--- config.mk ---
export PLATFORM = sky130hd
export DESIGN_NAME = cdc_req_sched
export DESIGN_NICKNAME = d
export VERILOG_FILES = /design/src/rtl/cdc_req_sched.sv
export SDC_FILE = /design/constraint.sdc
export NUM_CORES = 1
export LEC_CHECK = 0
export CAP_MARGIN = 20
export CORE_AREA = 2 2 117 119
export CTS_BUF_LIST = sky130_fd_sc_hd__clkbuf_8
export DETAILED_ROUTE_END_ITERATION = 6
export DIE_AREA = 0 0 119 121
export GPL_TIMING_DRIVEN = 0
export PLACE_DENSITY_LB_ADDON = 0.25
export SLEW_MARGIN = 20
export SYNTH_ARGS = -nofsm -noshare
export SYNTH_HDL_FRONTEND = slang
export SYNTH_SLANG_ARGS = --single-unit
--- constraint.sdc ---
create_clock -name clk -period 2.62 [get_ports clk]
set_input_delay 0.524 -clock clk [delete_from_list [all_inputs] [get_ports clk]]
set_output_delay 0.524 -clock clk [all_outputs]
set_load 0.005 [all_outputs]
--- src/rtl/cdc_req_sched.sv ---
// Single-outstanding request scheduler in front of a CDC TX/RX bridge pair.
// Round-robin grant, response timeout, and discard of late (stale) responses.
module cdc_req_sched #(
  parameter int NREQ    = 4,
  parameter int REQ_DW  = 41,
  parameter int RSP_DW  = 34,
  parameter int TIMEOUT = 1024,
  parameter int DROP_CW = 2
) (
  input  logic                       clk,
  input  logic                       rst,
  input  logic [NREQ-1:0]            req_vld,
  output logic [NREQ-1:0]            req_rdy,
  input  logic [NREQ*REQ_DW-1:0]     req_dat,
  output logic [NREQ-1:0]            rsp_vld,
  input  logic [NREQ-1:0]            rsp_rdy,
  output logic [RSP_DW-1:0]          rsp_dat,
  output logic                       rsp_err,
  output logic                       tx_vld,
  input  logic                       tx_rdy,
  output logic [REQ_DW-1:0]          tx_dat,
  input  logic                       rx_vld,
  output logic                       rx_rdy,
  input  logic [RSP_DW-1:0]          rx_dat,
  output logic                       busy,
  output logic [$clog2(NREQ)-1:0]    gnt_id
);

  localparam int IW = $clog2(NREQ);
  localparam int TW = (TIMEOUT > 1) ? $clog2(TIMEOUT) : 1;

  typedef enum logic [1:0] {
    S_IDLE,
    S_SEND,
    S_WAIT,
    S_DLVR
  } state_t;

  state_t              r_state;
  logic [IW-1:0]       r_last;
  logic [IW-1:0]       r_gnt;
  logic [TW-1:0]       r_timer;
  logic [DROP_CW-1:0]  r_drop;
  logic [REQ_DW-1:0]   r_tx_dat;
  logic [RSP_DW-1:0]   r_rsp_dat;
  logic                r_rsp_err;

  logic [IW:0]         w_sum;
  logic [IW-1:0]       w_idx;
  logic [IW-1:0]       w_win;
  logic                w_any;
  logic                w_sat;
  logic                w_dnz;
  logic                w_grant;
  logic                w_stale;
  logic                w_rsp_ok;
  logic                w_expire;

  // Search starts just after the last owner and wraps modulo NREQ.
  always_comb begin
    w_sum = '0;
    w_idx = '0;
    w_win = '0;
    w_any = 1'b0;
    for (int k = 1; k <= NREQ; k++) begin
      w_sum = {1'b0, r_last} + (IW+1)'(k);
      if (w_sum >= (IW+1)'(NREQ))
        w_idx = IW'(w_sum - (IW+1)'(NREQ));
      else
        w_idx = IW'(w_sum);
      if (!w_any && req_vld[w_idx]) begin
        w_any = 1'b1;
        w_win = w_idx;
      end
    end
  end

  assign w_sat    = &r_drop;
  assign w_dnz    = |r_drop;
  assign w_grant  = !rst && (r_state == S_IDLE) && w_any && !w_sat;
  assign w_stale  = rx_vld && w_dnz;
  assign w_rsp_ok = (r_state == S_WAIT) && rx_vld && !w_dnz;
  // A genuine response arriving on the last timer cycle beats the timeout.
  assign w_expire = (TIMEOUT > 0) && (r_state == S_WAIT) &&
                    (r_timer == TW'(TIMEOUT - 1)) && !w_rsp_ok;

  assign req_rdy = w_grant ? (NREQ'(1) << w_win) : '0;
  assign rx_rdy  = (r_state == S_WAIT) || w_dnz;
  assign tx_vld  = (r_state == S_SEND);
  assign tx_dat  = r_tx_dat;
  assign busy    = (r_state != S_IDLE);
  assign gnt_id  = r_gnt;
  assign rsp_dat = r_rsp_dat;
  assign rsp_err = r_rsp_err;
  assign rsp_vld = (r_state == S_DLVR) ? (NREQ'(1) << r_gnt) : '0;

  always_ff @(posedge clk) begin
    if (rst) begin
      r_state   <= S_IDLE;
      r_last    <= IW'(NREQ - 1);
      r_gnt     <= '0;
      r_timer   <= '0;
      r_drop    <= '0;
      r_tx_dat  <= '0;
      r_rsp_dat <= '0;
      r_rsp_err <= 1'b0;
    end else begin
      if (w_expire && !w_stale && !w_sat)
        r_drop <= r_drop + 1'b1;
      else if (w_stale && !w_expire)
        r_drop <= r_drop - 1'b1;

      unique case (r_state)
        S_IDLE: begin
          if (w_grant) begin
            r_tx_dat <= req_dat[w_win*REQ_DW +: REQ_DW];
            r_gnt    <= w_win;
            r_state  <= S_SEND;
          end
        end
        S_SEND: begin
          if (tx_rdy) begin
            r_timer <= '0;
            r_state <= S_WAIT;
          end
        end
        S_WAIT: begin
          r_timer <= r_timer + 1'b1;
          if (w_rsp_ok) begin
            r_rsp_dat <= rx_dat;
            r_rsp_err <= 1'b0;
            r_state   <= S_DLVR;
          end else if (w_expire) begin
            r_rsp_dat <= '0;
            r_rsp_err <= 1'b1;
            r_state   <= S_DLVR;
          end
        end
        S_DLVR: begin
          if (rsp_rdy[r_gnt]) begin
            r_last  <= r_gnt;
            r_state <= S_IDLE;
          end
        end
        default: r_state <= S_IDLE;
      endcase
    end
  end

endmodule

## After elaboration in Yosys (flattened, before gate mapping)

Cells that the tools add are included.

| operators by class | value |
|---|---|
| shift-type cells | 3 |
| eq/ne operators | 8 |
| multiply operators | 1 |
| magnitude comparators | 9 |
| multiplexer cells | 38 |
| $add $sub $neg | 11 |
| reductions and logical operators | 36 |

Operator list:

| operator | number |
|---|---|
| $shiftx 164x9->41 | 1 |
| $mux 34 | 2 |
| $mux 2 | 15 |
| $pmux 10 s2 | 1 |
| $lt 2x3->1 const B | 5 |
| $logic_and 1x1->1 | 14 |
| $ge 3x3->1 const B | 4 |
| $mux 1 | 11 |
| $add 10x1->10 const B | 1 |
| $bmux 1 s2 | 5 |
| $eq 10x10->1 const B | 1 |
| $mux 10 | 1 |
| $reduce_and 2->1 | 5 |
| $sub 2x1->2 const B | 5 |
| $logic_not 1->1 | 9 |
| $mul 2x6->8 const B | 1 |
| $mux 4 | 2 |
| $pmux 2 s4 | 1 |
| $reduce_bool 2->1 | 4 |
| $shl 1x2->4 const A | 2 |
| $add 2x2->3 const B | 2 |
| $eq 2x2->1 const B | 2 |
| $ne 2x1->1 const B | 2 |
| $reduce_and 4->1 | 1 |
| other kinds (9) | 9 |

| word-level totals | value |
|---|---|
| output and inout port bits | 89 |
| bits of input ports | 210 |
| word-level logic and storage cells | 114 |
| register bits | 94 |

## Logic depth before layout (Yosys ltp)

Gate-level depths: netlist of the first run.

| depth | value |
|---|---|
| word-level depth | 19 |
| depth in mapped cells | 9 |
| mapped depth without buffers | 7 |

## Worst setup path after synthesis of the first run

OpenSTA, ideal clock, no wires.

| path | value |
|---|---|
| path type | input to output |
| start | input rst |
| end | output req_rdy[2] |
| data arrival time | 1.680 ns |
| slack | 0.416 ns |
| cell stages on the path | 5 |
| cell sequence | clkbuf_1 -> a21o_1 -> or2_2 -> nor4_1 -> nor2b_1 |

| on the way | value |
|---|---|
| cells in the longest elaborated chain, start to end | 5 |

RTL lines:

| what | RTL line | source |
|---|---|---|
| start: declaration | 11 | `input logic rst,` |
| $logic_not 1->1 | 80 | `assign w_grant = !rst && (r_state == S_IDLE) && w_any && !w_sat;` |
| $logic_and 1x1->1 (3 in series) | 80 |  |
| $mux 4 | 87 | `assign req_rdy = w_grant ? (NREQ'(1) << w_win) : '0;` |
| end: declaration | 13 | `output logic [NREQ-1:0] req_rdy,` |

Every way passes these cells.

## Worst setup path in the final report of the first run

| path | value |
|---|---|
| start | input req_vld[3] |
| end | output req_rdy[0] |

| on the way | value |
|---|---|
| cells in the longest elaborated chain, start to end | 15 |

RTL lines:

| what | RTL line | source |
|---|---|---|
| start: declaration | 12 | `input logic [NREQ-1:0] req_vld,` |
| $bmux 1 s2 | 71 | `if (!w_any && req_vld[w_idx]) begin` |
| $mux 1 (not written as such) | 71 |  |
| $mux 1 | 71 |  |
| $logic_not 1->1 | 71 |  |
| $logic_and 1x1->1 | 71 |  |
| $mux 1 | 71 |  |
| $logic_not 1->1 | 71 |  |
| $logic_and 1x1->1 | 71 |  |
| $mux 1 | 71 |  |
| $logic_not 1->1 | 71 |  |
| $logic_and 1x1->1 | 71 |  |
| $mux 1 | 71 |  |
| $logic_and 1x1->1 (2 in series) | 80 |  |
| $mux 4 (*) | 87 |  |

Mark *: on every way between the ends. The rest lies on a longest branch, timed or not. The select of a mux whose other input is x is not followed.

==> results.yml, run 1 <==
run_status:
  status: "finished, final reports clean"
setup_path:
  cp_common_cell: "buf_6"
  cp_cell_sequence: "clkdlybuf4s15_2 -> buf_6 -> and2b_1 -> a21oi_2 -> o32ai_4 -> buf_6 -> and2_1 -> dlygate4sd2_1"
  timing.rr.start: "r_state[0]"
  reg2reg_depth: 9
  slowest_stage: "dlygate4sd2_1"
  cp.required_ps: 2100
  critPathKind: "in -> out"
  path_max_fanout: 10
  crit_arrival_ps: 1970
  max_stage_delay_ps: 260
  cp-end-kind: "output pin"
  reg2reg_to: "rsp_dat[31]"
  critical_path.startpoint_type: "input pin"
  ff2ff_setup_slack_ps: 560
placed_design:
  gp_congestion: 0.910
  postPlaceCellArea_sq_um: 7680
  dp_hpwl_um: 14500
  portBuffers: 295
global_routing:
  grt-ovfl-total: 0
  antenna_found_initial: 2
  grt_pass1_wl_um: 28400
  grt_usage_pct: 24.9
  grt_max_degree: 17
  grt_pass1_vias: 5434
sta:
  hold_viol: 0
  fin_crit_ps: 2490
  rsz0062_at_grt: "no"
  fmax_mhz: 401
  min_period_over_period_pct: 95.1
  maxSlewViolCount: 0
  skew_ps: 10.1
  relSlewSlack_pct: 58.9
  worst_pin_slew_ps: 615
  setup_viol: 0
  tns_ps: 0
yosys:
  ys_warn_count: 0
  ys_top_cells_by_count: "dfxtp_1 (94), nor2_1 (94), a21oi_1 (54), a211oi_1 (43), a222oi_1 (41)"
  synth.distinct_cells: 48
  synth_edf_count: 0
  synthArstFlopShare_pct: 0
  synth-seq-area-share_pct: 41.7
  ys_seq_elements: 94
  synth_area_sq_um: 4510
  syn_avg_cell_area_sq_um: 8.79
  syn_nets: 729
  netlist.area_leader.share_pct: 41.7
  synth_area_leader_cell: "dfxtp_1"
  ys.flop_type: "dfxtp_1"
  syn_inst: 513
  yosys-top-cells-area: "dfxtp_1 (42%), a222oi_1 (9.1%), nor2_1 (7.8%)"
power_and_ir_drop:
  power.density_nw_per_um2: 657
  total_power_mw: 5.23
  power_leakage_nw: 2.90
  ir_drop_mv: 0.526
clock_tree:
  h-tree-depth: 3
  cts.path.max_buffers: 2
  cts_tree: "yes"
  cts_buffers: 9
  root_buffer: "clkbuf_8"
  cts.sink_count: 94
  clkTransAtPathRegs_ps: 100
  hold_buffers: 0
  clk_latency_ps: 370
route:
  vias: 5400
  drt_iter0_markers: 478
  ant_nets: 0
  post_drt_wl_per_cell_um: 18.7
  routed_wl_um: 18700
  viasPerCell: 5.38
  drc: 0
  dr.pass1.iters: 6
min_path:
  holdPathEnd: "rsp_err"
  hold_start: "rsp_err"
  hold_class: "reg -> reg"
  min_path_cells: 2
floorplanning:
  core_area_sq_um: 13100
  die_h_um: 121
  die_area_sq_um: 14400
  die_x_um: 119
  initial_utilization_pct: 34.5
  rows: 42
  pin_count: 299
finish:
  multi_input_area_sq_um: 2370
  design_area_sq_um: 7960
  finalNetCount: 1038
  drive_above_1_share_pct: 9.31
  fillers: 1112
  syn2layout_area_growth_pct: 76.4
  final_util_pct: 60.8
  antenna_cells: 0
  register_area_sq_um: 1890
job:
  drv_cap: 0
==> final cells by class <==
cell class	instances	share of cell area (%)
clock inverter	7	0.928
inverter	6	0.283
buffer	50	3.71
sequential	94	23.7
multi-input combinational	363	29.8
tap	176	2.77
clock buffer	9	1.56
timing repair buffer	298	37.3
==> flip-flops by register name (all words and copies together), names as in the netlist <==
register	cells
r_last	2
r_timer	10
rsp_err	1
r_drop	2
r_state	2
rsp_dat	34
tx_dat	41
gnt_id	2
==> cell families after synthesis <==
logic type	count (synthesis)	synth area share (%)
AOI/OAI and AO/OA	197	32.2
buffers and inverters	56	6.63
adders and majority gates	6	1.66
DFF	94	41.7
xor gates and xnor gates	6	1.17
muxes	7	1.55
and+or+nand+nor	147	15.1
==> layout by cell type, fill, tap and decap left out, types with 5 or more instances in the layout <==
cell	count
clkdlybuf4s50_1	289
o21ai_0	6
nor2_1	94
buf_2	29
buf_6	9
clkbuf_8	9
nand2_1	9
and2_1	5
xor2_1	5
dfxtp_1	91
or3_1	6
ha_1	6
mux2i_1	7
a22oi_1	35
a211oi_1	43
a21oi_1	53
clkbuf_1	10
nand3_1	5
a222oi_1	41
nand2b_1	8
==> through the flow <==
| stage | instances | worst slack [ps] | hold WS, ps |
|---|---|---|---|
| finish | 1003 | 129 | 463 |
| global route | 1003 | 6.57 | 519 |
| CTS | 1003 | 13.4 | 473 |
| detailed placement | 984 | -698 | 458 |
| global placement | 984 | -680 | 455 |
| floorplan | 513 | 416 | 450 |
==> power breakdown <==
part | internal, mW | switching [mW]
registers | 1.71 | 0.165
clock network | 0.443 | 0.550
logic | 1.28 | 1.08
==> worst max-delay path by stage <==
stage / endpoint / slack (ps) / cells after the start / startpoint
finish: req_rdy[0] / 130 / 8 / req_vld[3]
global route: req_rdy[3] / 7 / 7 / r_state[0]
CTS: req_rdy[1] / 10 / 9 / req_vld[3]
detailed placement: req_rdy[0] / -700 / 8 / req_vld[3]
global placement: req_rdy[0] / -680 / 8 / req_vld[3]
floorplan: req_rdy[2] / 420 / 5 / rst
==> layer usage <==
| metal | GRT usage [%] | vias up | part of all wire, % |
|---|---|---|---|
| met4 | 11.6 | 4 | 3.7 |
| li1 | - | 2569 | - |
| met1 | 28.5 | 2499 | 40 |
| met2 | 42.3 | 281 | 47 |
| met3 | 7.89 | 47 | 8.6 |
| met5 | 0 | - | 0.16 |
==> what timing repair did <==
action | CTS | global route
hold endpoints to repair | 0 | 0
pin swaps | 3 | 0
endpoints found under the setup margin | 4 | 3
setup buffers | 3 | 0
gates resized for setup | 24 | 7
==> worst max-delay path: cells and delay by family <==
family / cells / cell delay [ps]
AO/OA/AOI/OAI: 2 / 270
buffers and inverters: 4 / 820
AND/OR/NAND/NOR: 2 / 340
(Power assumes the default switching activity.)
==> run 2: changes to the inputs <==
Settings changed: CTS_CLUSTER_DIAMETER set to 60, MAX_ROUTING_LAYER set to met4.
==> run 2 against run 1 <==
Critical endpoint is now req_rdy[3]. Clock skew fell by 1.2 ps. Sequential share of layout area hardly changed. Core utilization about the same. Sequential cell count did not move. Cell count is essentially flat. Highest routed layer is now met4. Die area is the same. Design area hardly changed. Hold slack better by 4.0 ps. Register-to-register slack about the same. Critical path depth fell by 1. Sequential power barely moved. Largest cell class unchanged. Largest power group unchanged.
==> results.yml, run 2 (synthesis results as in run 1) <==
route:
  vias: 5405
  ant_nets: 0
  viasPerCell: 5.39
  routed_wl_um: 18700
  post_drt_wl_per_cell_um: 18.7
  dr.pass1.iters: 7
  drc: 0
  drt_iter0_markers: 429
clock_tree:
  cts.sink_count: 94
  root_buffer: "clkbuf_8"
  clk_latency_ps: 370
  h-tree-depth: 3
  cts_buffers: 9
  cts_tree: "yes"
  cts.path.max_buffers: 2
  clkTransAtPathRegs_ps: 90
setup_path:
  cp.required_ps: 2100
  critical_path.startpoint_type: "flip-flop"
  timing.rr.start: "r_state[0]"
  path_max_fanout: 10
  critPathKind: "reg -> out"
  cp-end-kind: "output pin"
  reg2reg_depth: 8
  crit_start: "r_last[1]"
  ff2ff_setup_slack_ps: 550
  crit_arrival_ps: 2010
  reg2reg_to: "r_drop[0]"
sta:
  hold_viol: 0
  relSlewSlack_pct: 60.2
  rsz0062_at_grt: "yes"
  maxSlewViolCount: 0
  fin_crit_ps: 2530
  min_period_over_period_pct: 96.6
  tns_ps: 0
  whs_ps: 467
  fmax_mhz: 395
  setup_viol: 0
  skew_ps: 8.87
  worst_pin_slew_ps: 596
min_path:
  hold_start: "rsp_err"
  holdPathEnd: "rsp_err"
  min_path_cells: 2
  hold_class: "reg -> reg"
finish:
  final_common_cell: "clkdlybuf4s50_1"
  drive_above_1_share_pct: 8.98
  fillers: 1134
  largest_register_ffs: 41
  syn2layout_area_growth_pct: 76.3
  finalNetCount: 1036
  layout_common_cells: "clkdlybuf4s50_1 (289), nor2_1 (94), dfxtp_1 (92)"
job:
  drv_cap: 0
global_routing:
  grt_pass1_wl_um: 28100
  grt_usage_pct: 25.5
  grt_max_degree: 15
  grt-ovfl-total: 0
  antenna_found_initial: 2
  grt_pass1_vias: 5355
power_and_ir_drop:
  power.density_nw_per_um2: 661
  ir_drop_mv: 0.394
  power_leakage_nw: 2.90
floorplanning:
  die_area_sq_um: 14400
  die_x_um: 119
  initial_utilization_pct: 34.5
  die_h_um: 121
  rows: 42
  core_area_sq_um: 13100
  pin_count: 299
placed_design:
  portBuffers: 295
  gp_congestion: 0.920
  dp_hpwl_um: 14600
run_status:
  status: "finished, final reports clean"
## run 2: repair_timing
item                       4_1_cts  5_1_grt
gates resized for setup         21        8
setup endpoints to repair        4        4
hold buffers                     0        0
pin swaps                        2        0
buffers inserted                 1        0
## run 2: area by class of cell
| type | instances | area [sq um] | area share [%] |
|---|---|---|---|
| multi-input combinational | 363 | 2370 | 29.8 |
| sequential | 94 | 1880 | 23.7 |
| antenna | 2 | 5.00 | 0.0630 |
| timing repair buffer | 296 | 2950 | 37.1 |
| tap | 176 | 220 | 2.77 |
| buffer | 50 | 292 | 3.67 |
| clock inverter | 3 | 42.5 | 0.535 |
| inverter | 6 | 22.5 | 0.283 |
| clock buffer | 12 | 165 | 2.08 |
## run 2: worst max-delay path by stage
| stage | to | cells past startpoint |
|---|---|---|
| 4_1_cts | req_rdy[3] | 7 |
| 3_5_place_dp | req_rdy[0] | 8 |
| 5_1_grt | req_rdy[3] | 7 |
| 3_3_place_gp | req_rdy[0] | 8 |
| 2_1_floorplan | req_rdy[2] | 5 |
| 6_report | req_rdy[3] | 7 |
## run 2: where the power goes
| group | switching [mW] | internal [mW] |
|---|---|---|
| clock | 0.522 | 0.513 |
| combinational | 1.08 | 1.27 |
| sequential | 0.171 | 1.71 |
## run 2: through the flow
stage	instance area (sq um)	cells	util, %	worst slack, ps	total power, mW
2_1_floorplan	4510	513	-	416	2.95
3_3_place_gp	7680	984	58.7	-676	4.12
3_5_place_dp	7680	984	58.7	-708	4.21
4_1_cts	7940	1000	60.7	0.846	5.29
5_1_grt	7950	1002	60.8	-52.7	5.58
6_report	7950	1002	60.8	88.1	5.26
## run 2: metal layers
metal / part of all wire (%) / GRT usage [%]
met5: 0 / -
met1: 41 / 28.1
met3: 7.8 / 6.48
met4: 3.4 / 11.5
met2: 48 / 43.4
## run 2: critical path, cell delays in order, from the launching register on
cell,delay [ps]
dfxtp_2,370
buf_4,180
mux2i_1,210
nor2_1,70
a311oi_2,260
nor2_1,110
and2_1,150
dlygate4sd2_1,280
